$ cat src/rtl/scaler_v_line_sched.sv
// scaler_v_line_sched
//   Vertical line scheduler for the bilinear scaler. It counts the input lines
//   that have landed in the line buffers and steps a fixed-point vertical phase
//   accumulator. For each output line it issues one request to the datapath,
//   carrying the top source line y0 and the weight of line y0+1. The request
//   is held until the datapath acknowledges it.
//
// Ports
//   clk, rst_n        clock, asynchronous active-low reset
//   reg_v_scale_step  vertical step (SCALE_STEP = 1:1, 0 treated as 1:1)
//   reg_v_in_lines    number of input lines minus 1
//   hs_i, vs_i        input sync: hs high in blanking, vs high in active frame
//   line_req_o        output-line request, held until line_done_i
//   line_idx_o        top source line y0 of the request
//   line_coe_o        weight of line y0+1
//   line_last_o       y0 is the last input line (both taps use y0)
//   line_done_i       datapath finished the requested line (1-cycle pulse)
//   frame_done_o      1-cycle pulse after the final output line of a frame
//   out_line_cnt_o    output lines completed in the current frame
//   err_o             1-cycle pulse when a frame restarts before finishing
module scaler_v_line_sched #(
  parameter int SCALE_STEP     = 128,
  parameter int COE_WIDTH      = 8,
  parameter int LINE_CNT_WIDTH = 12,
  parameter int STEP_WIDTH     = 16
) (
  input  logic                      clk,
  input  logic                      rst_n,
  input  logic [STEP_WIDTH-1:0]     reg_v_scale_step,
  input  logic [LINE_CNT_WIDTH-1:0] reg_v_in_lines,
  input  logic                      hs_i,
  input  logic                      vs_i,
  output logic                      line_req_o,
  output logic [LINE_CNT_WIDTH-1:0] line_idx_o,
  output logic [COE_WIDTH-1:0]      line_coe_o,
  output logic                      line_last_o,
  input  logic                      line_done_i,
  output logic                      frame_done_o,
  output logic [LINE_CNT_WIDTH-1:0] out_line_cnt_o,
  output logic                      err_o
);

  localparam int FRAC  = $clog2(SCALE_STEP);
  localparam int ACC_W = STEP_WIDTH + FRAC;
  // Compare width: wide enough for y0+2 and in_lines+1 without wrapping
  // (STEP_WIDTH exceeds LINE_CNT_WIDTH).
  localparam int CMP_W = STEP_WIDTH + 2;
  localparam int ICW   = LINE_CNT_WIDTH + 1;

  typedef enum logic [1:0] {S_IDLE, S_WAIT, S_REQ} state_t;

  state_t                    r_state, w_state_nx;
  logic                      r_sr_hs, r_sr_vs;
  logic [STEP_WIDTH-1:0]     r_step, w_step_nx;
  logic [LINE_CNT_WIDTH-1:0] r_in_lines, w_in_lines_nx;
  logic [ACC_W-1:0]          r_acc, w_acc_nx;
  logic [ICW-1:0]            r_in_cnt, w_in_cnt_nx;
  logic [LINE_CNT_WIDTH-1:0] r_out_cnt, w_out_cnt_nx;
  logic                      r_req, w_req_nx;
  logic [LINE_CNT_WIDTH-1:0] r_idx, w_idx_nx;
  logic [COE_WIDTH-1:0]      r_coe, w_coe_nx;
  logic                      r_last, w_last_nx;
  logic                      r_frame_done, w_frame_done_nx;
  logic                      r_err, w_err_nx;

  logic                          w_frame_start, w_line_end;
  logic [STEP_WIDTH-1:0]         w_y0;
  logic [CMP_W-1:0]              w_y0_ext, w_in_lines_ext, w_lines_total, w_in_cnt_ext;
  logic                          w_past_end, w_ready, w_last;
  logic [FRAC+COE_WIDTH-1:0]     w_frac_cat;
  logic [COE_WIDTH-1:0]          w_coe;

  assign w_frame_start  = vs_i & ~r_sr_vs;
  // sr_vs rather than vs_i qualifies the line end, so the last hs rise may
  // coincide with the vs fall.
  assign w_line_end     = hs_i & ~r_sr_hs & r_sr_vs;

  assign w_y0           = r_acc[ACC_W-1:FRAC];
  assign w_y0_ext       = CMP_W'(w_y0);
  assign w_in_lines_ext = CMP_W'(r_in_lines);
  assign w_lines_total  = w_in_lines_ext + CMP_W'(1);
  assign w_in_cnt_ext   = CMP_W'(r_in_cnt);
  assign w_past_end     = w_y0_ext > w_in_lines_ext;
  // Both taps y0 and y0+1 must be buffered, unless the whole frame is in.
  assign w_ready        = (w_in_cnt_ext >= w_y0_ext + CMP_W'(2)) ||
                          (w_in_cnt_ext == w_lines_total);
  assign w_last         = w_y0_ext == w_in_lines_ext;

  // Taking the top COE_WIDTH bits of {frac, zeros} rescales the fraction to
  // COE_WIDTH bits: a left shift when COE_WIDTH >= FRAC, a right shift otherwise.
  assign w_frac_cat     = {r_acc[FRAC-1:0], {COE_WIDTH{1'b0}}};
  assign w_coe          = w_last ? '0 : w_frac_cat[FRAC+COE_WIDTH-1:FRAC];

  always_comb begin
    w_state_nx      = r_state;
    w_step_nx       = r_step;
    w_in_lines_nx   = r_in_lines;
    w_acc_nx        = r_acc;
    w_in_cnt_nx     = r_in_cnt;
    w_out_cnt_nx    = r_out_cnt;
    w_req_nx        = r_req;
    w_idx_nx        = r_idx;
    w_coe_nx        = r_coe;
    w_last_nx       = r_last;
    w_frame_done_nx = 1'b0;
    w_err_nx        = 1'b0;

    if (w_line_end && (w_in_cnt_ext < w_lines_total)) begin
      w_in_cnt_nx = r_in_cnt + ICW'(1);
    end

    if (w_frame_start) begin
      w_step_nx     = (reg_v_scale_step == '0) ? STEP_WIDTH'(SCALE_STEP) : reg_v_scale_step;
      w_in_lines_nx = reg_v_in_lines;
      w_acc_nx      = '0;
      w_in_cnt_nx   = '0;
      w_out_cnt_nx  = '0;
      w_req_nx      = 1'b0;
      w_idx_nx      = '0;
      w_coe_nx      = '0;
      w_last_nx     = 1'b0;
      w_err_nx      = (r_state != S_IDLE);
      w_state_nx    = S_WAIT;
    end else begin
      case (r_state)
        S_WAIT: begin
          if (w_past_end) begin
            w_frame_done_nx = 1'b1;
            w_state_nx      = S_IDLE;
          end else if (w_ready) begin
            w_req_nx   = 1'b1;
            w_idx_nx   = w_y0[LINE_CNT_WIDTH-1:0];
            w_coe_nx   = w_coe;
            w_last_nx  = w_last;
            w_state_nx = S_REQ;
          end
        end
        S_REQ: begin
          if (line_done_i) begin
            w_req_nx     = 1'b0;
            w_last_nx    = 1'b0;
            w_acc_nx     = r_acc + ACC_W'(r_step);
            w_out_cnt_nx = r_out_cnt + LINE_CNT_WIDTH'(1);
            w_state_nx   = S_WAIT;
          end
        end
        default: ;
      endcase
    end
  end

  always_ff @(posedge clk or negedge rst_n) begin
    if (!rst_n) begin
      r_state      <= S_IDLE;
      r_sr_hs      <= 1'b0;
      r_sr_vs      <= 1'b0;
      r_step       <= '0;
      r_in_lines   <= '0;
      r_acc        <= '0;
      r_in_cnt     <= '0;
      r_out_cnt    <= '0;
      r_req        <= 1'b0;
      r_idx        <= '0;
      r_coe        <= '0;
      r_last       <= 1'b0;
      r_frame_done <= 1'b0;
      r_err        <= 1'b0;
    end else begin
      r_state      <= w_state_nx;
      r_sr_hs      <= hs_i;
      r_sr_vs      <= vs_i;
      r_step       <= w_step_nx;
      r_in_lines   <= w_in_lines_nx;
      r_acc        <= w_acc_nx;
      r_in_cnt     <= w_in_cnt_nx;
      r_out_cnt    <= w_out_cnt_nx;
      r_req        <= w_req_nx;
      r_idx        <= w_idx_nx;
      r_coe        <= w_coe_nx;
      r_last       <= w_last_nx;
      r_frame_done <= w_frame_done_nx;
      r_err        <= w_err_nx;
    end
  end

  assign line_req_o     = r_req;
  assign line_idx_o     = r_idx;
  assign line_coe_o     = r_coe;
  assign line_last_o    = r_last;
  assign frame_done_o   = r_frame_done;
  assign out_line_cnt_o = r_out_cnt;
  assign err_o          = r_err;

endmodule

$ cat config.mk
export PLATFORM = sky130hd
export DESIGN_NAME = scaler_v_line_sched
export DESIGN_NICKNAME = d
export VERILOG_FILES = /design/src/rtl/scaler_v_line_sched.sv
export SDC_FILE = /design/constraint.sdc
export NUM_CORES = 1
export LEC_CHECK = 0
export ABC_AREA = 0
export CORE_MARGIN = 10
export CORE_UTILIZATION = 50
export DETAILED_ROUTE_END_ITERATION = 12
export GPL_ROUTABILITY_DRIVEN = 0
export PLACE_DENSITY_LB_ADDON = 0.2
export SKIP_CTS_REPAIR_TIMING = 1
export SYNTH_ARGS = -nofsm -noshare
export SYNTH_HDL_FRONTEND = slang
export SYNTH_SLANG_ARGS = --single-unit
$ cat constraint.sdc
create_clock -name clk -period 5 [get_ports clk]
set_input_delay 0.5 -clock clk [delete_from_list [all_inputs] [get_ports clk]]
set_output_delay 0.5 -clock clk [all_outputs]
set_load 0.1 [all_outputs]
Word-level counts from Yosys, hierarchy flattened

Cells that the tools add are included.

Register bits after elaboration: 104
Input port bits: 33
Logic and storage cells: 86

Add/sub/neg operators: 5
Order comparisons: 3
Equal/unequal tests: 9
Muxes and demuxes: 36
Bitwise gates (word level): 5
Reduce and logical (&&, ||, !) cells: 14

Operators with widths:

| kind                                                             | count |
|---|---|
| 12-bit 2-to-1 mux                                                | 7 |
| 23-bit 2-to-1 mux                                                | 3 |
| 8-bit 2-to-1 mux                                                 | 5 |
| 13-bit 2-to-1 mux                                                | 2 |
| 23-bit by 16-bit adder with 23-bit output                        | 1 |
| 16-bit by 2-bit adder with 17-bit output (second input constant) | 1 |
| 13-bit by 17-bit greater-or-equal comparator with 1-bit output   | 1 |
| 16-bit by 12-bit equality test with 1-bit output                 | 1 |
| 16-bit by 12-bit greater-than comparator with 1-bit output       | 1 |
| 16-bit logical NOT                                               | 1 |
| 16-bit 2-to-1 mux                                                | 1 |
| 12-bit by 1-bit adder with 13-bit output (second input constant) | 1 |
| 13-bit by 1-bit adder with 13-bit output (second input constant) | 1 |
| 13-bit equality test                                             | 1 |
| 13-bit < comparator                                              | 1 |
| 12-bit by 1-bit adder with 12-bit output (second input constant) | 1 |
| 2-bit nonzero test                                               | 6 |
| 1-bit 2-to-1 mux                                                 | 11 |
| 3-bit != test (second input constant)                            | 3 |
| 2-bit 2-to-1 mux                                                 | 4 |
| 3-bit AND reduction                                              | 2 |
| 4-bit != test (second input constant)                            | 1 |
| 1-bit one-hot mux with 2 select lines                            | 2 |
| 2-bit one-hot mux with 2 select lines                            | 1 |
| other kinds (10)                                                 | 13 |

Logic depth before layout (Yosys ltp)

Gate-level depths: netlist of run 1.

Depth in word-level cells: 7
Mapped depth: 12
Depth with buffers taken out: 12

Least setup slack after synthesis of run 1

No wires, ideal clock.

Kind: register to register
From: register r_in_lines[2]
To: register r_in_cnt[7]
Setup time: 78 ps
Arrival: 2847 ps
Path slack: 2075 ps
Cell stages (with the launch flop): 13
Clock period less this slack: 2925 ps
Cells stage by stage: dfrtp_1 inv_1 nor3_1 and3_1 nand3_1 xnor2_1 ha_1 a211oi_1 o21ai_1 a221oi_2 nand2_2 or4_1 a21oi_1

Longest elaborated chain between the ends: 4

Ends and longest elaborated chain:

| item                                     | RTL line | source |
|---|---|---|
| start: declaration                       | 55       | `logic [LINE_CNT_WIDTH-1:0] r_in_lines, w_in_lines_nx;` |
| start signal: assignment                 | 173      | `r_in_lines <= w_in_lines_nx;` |
| 12-bit by 1-bit adder with 13-bit output | 81       | `assign w_lines_total = w_in_lines_ext + CMP_W'(1);` |
| 13-bit < comparator                      | 108      | `if (w_line_end && (w_in_cnt_ext < w_lines_total)) begin` |
| 1-bit logical AND                        | 108      |  |
| 2-bit nonzero test (no line)             | -        |  |
| end signal: assignment                   | 175      | `r_in_cnt <= w_in_cnt_nx;` |
| end: declaration                         | 57       | `logic [ICW-1:0] r_in_cnt, w_in_cnt_nx;` |

No other way between the ends.
A chain may end at the register's enable or synchronous reset.

Final worst setup path of run 1

From: register r_in_lines[2]
To: register r_coe[1], in the netlist line_coe_o[1]

Longest elaborated chain between the ends: 6
Elaborated cells between the ends (all ways): 13
Classes of those cells: add/sub (1); order compare (1); eq/ne (3); mux (5); reduce/logical (3)

Ends and longest elaborated chain:

| item                                                                                             | RTL line | source |
|---|---|---|
| parallel branches: the longest is 6 deep, another holds 12-bit by 1-bit adder with 13-bit output | -        |  |
| end signal: assignment                                                                           | 179      | `r_coe <= w_coe_nx;` |
| end: declaration                                                                                 | 61       | `logic [COE_WIDTH-1:0] r_coe, w_coe_nx;` |

Several ways; the timed one is not identified. The select of a mux whose other input is x is not followed.

==> metrics.md, run 1 <==
| Metric | Value |
|---|---|
| Initial Util | `50.9%` |
| Fin util | `59.9%` |
| Nets | `834` |
| FP Rows | `41` |
| Outcome | `finished, final reports clean` |
| Overflow after GRT | `0` |
| DRT Pass-1 Iters | `5` |
| Max incr delay on CP | `0.64 ns` |
| Cell chain of the critical path | `inv_1 -> nor3_1 -> and3_1 -> nand3_1 -> xnor2_1 -> ha_1 -> nand4_1 -> nor4_1 -> nor2_1 -> a2111oi_4 -> a22o_1` |
| R2r setup slk | `1.62 ns` |
| Critical Path RT | `approximately 5.3 ns` |
| # DRC | `0` |
| Fmax | `296 MHz` |
| # diodes | `0` |
| Relative slew slack | `33.0%` |
| Top cells by instance count after synthesis | `nand2_1 (109), dfrtp_1 (103), ha_1 (58)` |
| Setup violators final | `0` |
| R2r startpoint | `r_in_lines[2]` |
| Count leader, synth | `nand2_1` |
| Final min period | `3.38 ns` |
| Synth async-reset ratio | `100%` |
| Arr. time, crit path | `3.68 ns` |
| Die height | `133 µm` |
| Skew final | `0.0111 ns` |
| Max Cap Viol | `0` |
| Crit Path Class | `reg -> reg` |
| Register clock-pin slew on the reported worst setup and hold paths | `0.07 ns` |
| Vias in the first global route | `5400` |
| Mapped cell area | `6400 µm²` |
| First-pass GRT wire length | `around 28000 µm` |
| Via count | `5344` |
| CTS max path bufs | `2` |
| Area delta synth->final | `17.7%` |
| WL/cell | `18.1 µm` |
| Final Power | `3.06 mW` |
| Top_reg_cell synth | `dfrtp_1` |
| Gr usage total | `approximately a fifth` |
| Yosys warnings | `0` |
| Setup crit start kind | `flip-flop` |
| RSZ-0062 raised after global routing | `false` |
| Post-synthesis sequential area ratio | `40.3%` |
| LEAKAGE | `3.39 nW` |
| Hpwl dp | `12300 µm` |
| Die width | `approximately 130 µm` |
| PwrDens | `406 nW/µm²` |
| Die area | `17700 µm²` |
| DR iter-0 viols | `roughly 400` |
| Core area | `12600 µm²` |
| Mapped Nets | `771` |
| Worst flop-to-flop path endpoint | `line_coe_o[1]` |
| VDD IR max | `0.189 mV` |
| Worst hold path type | `in -> async` |
| Tcrit/Tclk final | `approximately 68%` |
| Number of vias per cell | `5.82` |
| Setup crit end kind | `flip-flop` |
| Unique cell type count in the Yosys netlist | `between 70 and 80` |
| Worst slew pin tran | `1.00 ns` |
| Cells after Synth | `679` |
| DRT Wirelength | `~17000 µm` |
| Largest area contributor in the netlist | `dfrtp_1` |
| R2R cell count | `11` |
| Worst skew pair latency | `0.36 ns` |
| CP max-delay cell | `a2111oi_4` |
| Final Max Tran Viols | `0` |
| I/O Buffers | `67` |
| CP max FO | `7` |
| Post-synthesis register bit count | `between 100 and 150` |
| Clk sinks | `between 100 and 150` |
| # IOs | `69` |
| Share of cells above drive strength 1 | `between 6 and 7%` |
| Final ANT Viol Nets | `0` |
| Post-synth EDFFs | `0` |
| Mean area per synthesized cell | `9.42 µm²` |
| CTS tree | `yes` |
| Buffer type at the clock tree root | `clkbuf_16` |
| Initial antenna violation count | `0` |
| Inserted Clock Buffers | `9` |
| Htree depth | `3` |
| Setup TNS | `0 ns` |
| Final hold vios | `0` |
| Fillers | `1089` |
| Largest net degree at the start of global routing | `72` |
| Synth top area cells | `dfrtp_1 (40%), ha_1 (11%), nand2_1 (6.4%), xnor2_1 (4.5%), a21oi_1 (3.6%)` |
| Share of the synthesized area in the top cell type | `between 40% and 50%` |
## sequential cells by signal, indices dropped and copies added, names as in the netlist, 2 cells and up
| name | flops |
|---|---|
| r_in_lines | 12 |
| out_line_cnt_o | 12 |
| line_coe_o | 7 |
| r_acc | 23 |
| r_in_cnt | 13 |
| r_step | 16 |
| line_idx_o | 12 |
| r_state | 2 |
## layout make-up
class / instances / area (µm²) / share of cell area, %
sequential: 103 / 2580 / 34.2
inverter: 24 / 90.1 / 1.20
timing repair buffer: 72 / 706 / 9.37
clock inverter: 6 / 77.6 / 1.03
tap: 172 / 215 / 2.86
multi-input combinational: 532 / 3640 / 48.3
clock buffer: 10 / 229 / 3.04
## placed cells by master (no fill, tap or decap), types with 6 or more instances in the layout
| cell | Yosys | routed |
|---|---|---|
| a211oi_1 | 6 | 6 |
| a21o_1 | 12 | 12 |
| a21oi_1 | 46 | 46 |
| a22o_1 | 20 | 20 |
| and3_1 | 8 | 8 |
| buf_4 | 2 | 6 |
| clkbuf_16 | 0 | 9 |
| clkdlybuf4s50_1 | 0 | 66 |
| dfrtp_1 | 103 | 103 |
| ha_1 | 58 | 58 |
| inv_1 | 24 | 24 |
| nand2_1 | 109 | 109 |
| nand3_1 | 24 | 24 |
| nand4_1 | 9 | 9 |
| nor2_1 | 40 | 40 |
| nor3_1 | 8 | 8 |
| nor4_1 | 7 | 7 |
| o21a_1 | 8 | 8 |
| o21ai_0 | 31 | 31 |
| o21ai_1 | 7 | 7 |
| or3_1 | 9 | 9 |
| xnor2_1 | 33 | 33 |
| xor2_1 | 13 | 13 |
## kinds of logic after synthesis
| kind of cell | synth area share (%) |
|---|---|
| and+or+nand+nor | 19.5 |
| AOI/OAI and AO/OA | 18.8 |
| DFF | 40.3 |
| adders and majority gates | 11.7 |
| xor gates and xnor gates | 6.30 |
| buffers and inverters | 2.93 |
| muxes | 0.489 |
| other | 0.0586 |
## critical path: cells and delay by family (launching register included)
| family | cells | cell delay (ns) |
|---|---|---|
| adders and majority gates | 1 | 0.30 |
| and+or+nand+nor | 6 | 1.55 |
| DFF | 1 | 0.39 |
| AOI/OAI and AO/OA | 2 | 0.85 |
| xor gates and xnor gates | 1 | 0.14 |
| buffers and inverters | 1 | 0.10 |
## stage by stage
step	hold WS (ns)	instance area (µm²)	worst slack (ns)	std cells
4_1_cts	0.298	7530	1.62	919
3_5_place_dp	0.470	7230	1.63	903
2_1_floorplan	0.204	6400	2.08	679
5_1_grt	0.357	7530	1.40	919
6_report	0.260	7530	1.62	919
3_3_place_gp	0.476	7230	1.68	903
## how the worst max path moves through the flow
stage	from	endpoint	slack, ns
finish	r_in_lines[2]	line_coe_o[1]	1.62
global placement	r_in_lines[2]	line_coe_o[1]	1.68
detailed placement	r_in_lines[2]	line_coe_o[4]	1.63
CTS	r_in_lines[2]	line_coe_o[1]	1.62
global route	r_in_lines[2]	line_coe_o[1]	1.40
floorplan	r_in_lines[2]	r_in_cnt[7]	2.08
## metal layers
metal  track usage [%]  vias up  share of wire (%)
met5                 0        -                  0
met1              24.7     2553                 45
li1                  -     2566                  -
met4              8.34        0                2.8
met2              30.3      184                 46
met3              3.46       41                5.5
## power by group
| group | switching [mW] | internal (mW) | total, mW |
|---|---|---|---|
| Sequential | 0.157 | 0.952 | 1.11 |
| Clock | 0.344 | 0.399 | 0.742 |
| Combinational | 0.799 | 0.410 | 1.21 |
No activity file was read; power rests on OpenSTA's default activity.
==> run 2, diff against run 1 <==
Clock period 5 ns to 2.79 ns, I/O delays scaled along.
==> run 2 against run 1 <==
Via count grew 2.5%. First-iteration DRC count shrank 23%. Critical path depth is 1 higher. The run now ends with setup timing left. Core utilization up 3.3 points. Design area rose by 5.6%. Non-clock buffer count up 48. Clock-buffer cell count is the same. Die area did not move. Clock power rose by 66%. Power up 81%. Clock skew fell by 0.0049 ns.
==> metrics.md, run 2 (synthesis results as in run 1) <==
| Metric | Value |
|---|---|
| WL/cell | `17.3 µm` |
| VDD IR max | `approximately 0.35 mV` |
| Overflow after GRT | `0` |
| Vias in the first global route | `5420` |
| Final WS setup | `-0.202 ns` |
| # DRC | `0` |
| Final min period | `2.99 ns` |
| # diodes | `0` |
| Biggest regs | `r_acc x23, r_step x16, r_in_cnt x13` |
| Hpwl dp | `roughly 13000 µm` |
| CP max-delay cell | `or4_1` |
| # IOs | `69` |
| Register clock-pin slew on the reported worst setup and hold paths | `0.07 ns` |
| Gr usage total | `a little under a fifth` |
| Skew final | `0.00625 ns` |
| DR iter-0 viols | `310` |
| Fillers | `1068` |
| CTS max path bufs | `2` |
| Fmax | `334 MHz` |
| Nets | `just under 900` |
| Final Max Tran Viols | `0` |
| Setup violators final | `32` |
| Final Power | `5.54 mW` |
| CP startpoint | `r_in_lines[2]` |
| Largest Register | `r_acc` |
| Worst flop-to-flop path endpoint | `r_in_cnt[9]` |
| Setup crit end kind | `flip-flop` |
| Crit Path Class | `reg -> reg` |
| Hold Worst Slack | `0.400 ns` |
| Critical Path RT | `between 3 and 4 ns` |
| Most common library cell in the layout ignoring fill and taps | `nand2_1` |
| Htree depth | `3` |
| Most frequent cells in the layout | `nand2_1 (109), dfrtp_1 (103), buf_4 (84), ha_1 (58), a21oi_1 (42)` |
| Max Cap Viol | `0` |
| Die area | `17700 µm²` |
| PwrDens | `696 nW/µm²` |
| Core area | `12600 µm²` |
| Die height | `133 µm` |
| Worst slew pin tran | `roughly 0.54 ns` |
| Tcrit/Tclk final | `107%` |
| FP Rows | `41` |
| Largest net degree at the start of global routing | `64` |
| Place WS | `-0.276 ns` |
| Via count | `5477` |
| Final ANT Viol Nets | `0` |
| Crit path max-delay family | `simple AND/OR/NAND/NOR gates` |
| Arr. time, crit path | `~3.3 ns` |
| R2r setup slk | `-0.20 ns` |
| Die width | `133 µm` |
| Setup crit end | `r_in_cnt[9]` |
| Max reg flops | `23` |
| Inserted Clock Buffers | `9` |
| Buf/Inv on CP | `1` |
| Share of cells above drive strength 1 | `about 19%` |
| CTS tree | `yes` |
| Relative slew slack | `63.2%` |
| LEAKAGE | `approximately 3.7 nW` |
| Buffer type at the clock tree root | `clkbuf_16` |
| DRT Pass-1 Iters | `5` |
| Max incr delay on CP | `roughly 0.50 ns` |
| R2r startpoint | `r_in_lines[2]` |
| R2R cell count | `12` |
| CP Depth | `12` |
| Area delta synth->final | `24.3%` |
| Outcome | `finished with violations` |
| DRT Wirelength | `16700 µm` |
| Worst hold path type | `in -> reg` |
| Final hold vios | `0` |
| Initial antenna violation count | `0` |
| I/O Buffers | `67` |
| Cell chain of the critical path | `inv_2 -> nor3_4 -> and3_4 -> nand3_2 -> xnor2_1 -> ha_1 -> a211oi_2 -> o21ai_1 -> a221oi_2 -> nand2_2 -> or4_1 -> a21oi_1` |
| First-pass GRT wire length | `27100 µm` |
| CP max FO | `6` |
| Failing checks | `setup timing` |
| Number of vias per cell | `5.67` |
| Clk sinks | `103` |
| RSZ-0062 raised after global routing | `true` |
| Worst skew pair latency | `0.36 ns` |
| Setup crit start kind | `flip-flop` |
| Initial Util | `50.9%` |
run 2: changes by cell type in the layout (fill, tap and decap cells not counted), moves of 3 or more:
| cell | delta |
|---|---|
| a21oi_1 | -4 |
| buf_12 | +3 |
| a21oi_2 | +4 |
| clkdlybuf4s50_1 | -35 |
| buf_4 | +78 |
run 2: worst min path at each step:
stage / from / endpoint / slack, ns / cells after the start
detailed placement: rst_n / frame_done_o / 0.30 / 1
floorplan: rst_n / err_o / -0.02 / 0
finish: hs_i / r_sr_hs / 0.40 / 1
CTS: rst_n / frame_done_o / -0.08 / 1
global route: hs_i / r_sr_hs / 0.41 / 1
global placement: rst_n / frame_done_o / 0.30 / 1
run 2: layout make-up:
| cell class | instances | area (µm²) | share of cell area (%) |
|---|---|---|---|
| Multi-Input combinational cell | 532 | 3770 | 47.4 |
| Sequential cell | 103 | 2580 | 32.4 |
| Timing Repair Buffer | 120 | 1020 | 12.9 |
| Clock buffer | 10 | 239 | 3.01 |
| Tap cell | 172 | 215 | 2.71 |
| Inverter | 24 | 90.1 | 1.13 |
| Clock inverter | 5 | 41.3 | 0.519 |
run 2: per-layer routing:
metal | share of wire, % | GRT usage, % | vias up | wire, µm
li1 | - | - | 2666 | -
met1 | 47 | 24.2 | 2642 | 7810
met2 | 46 | 29.9 | 145 | 7700
met3 | 5.2 | 3.80 | 24 | 865
met4 | 1.8 | 7.07 | 0 | 308
met5 | 0 | 0 | - | 0
run 2: per-stage QoR:
stage / std cells / TNS, ns / util (%) / cell area [µm²]
final: 966 / -3.73 / 63.3 / 7950
after global routing: 966 / -9.05 / 63.3 / 7950
after CTS: 957 / -5.96 / 61.7 / 7760
after detailed placement: 942 / -5.03 / 59.5 / 7480
after global placement: 942 / -0.881 / 59.5 / 7480
after floorplan: 679 / 0 / - / 6410
run 2: power by group:
group          internal, mW  total [mW]  leakage, nW  switching (mW)
clock network         0.635        1.23        0.132           0.592
logic                 0.847        2.39         2.24            1.54
registers              1.71        1.92         1.38           0.211
total                  3.19        5.54         3.75            2.35
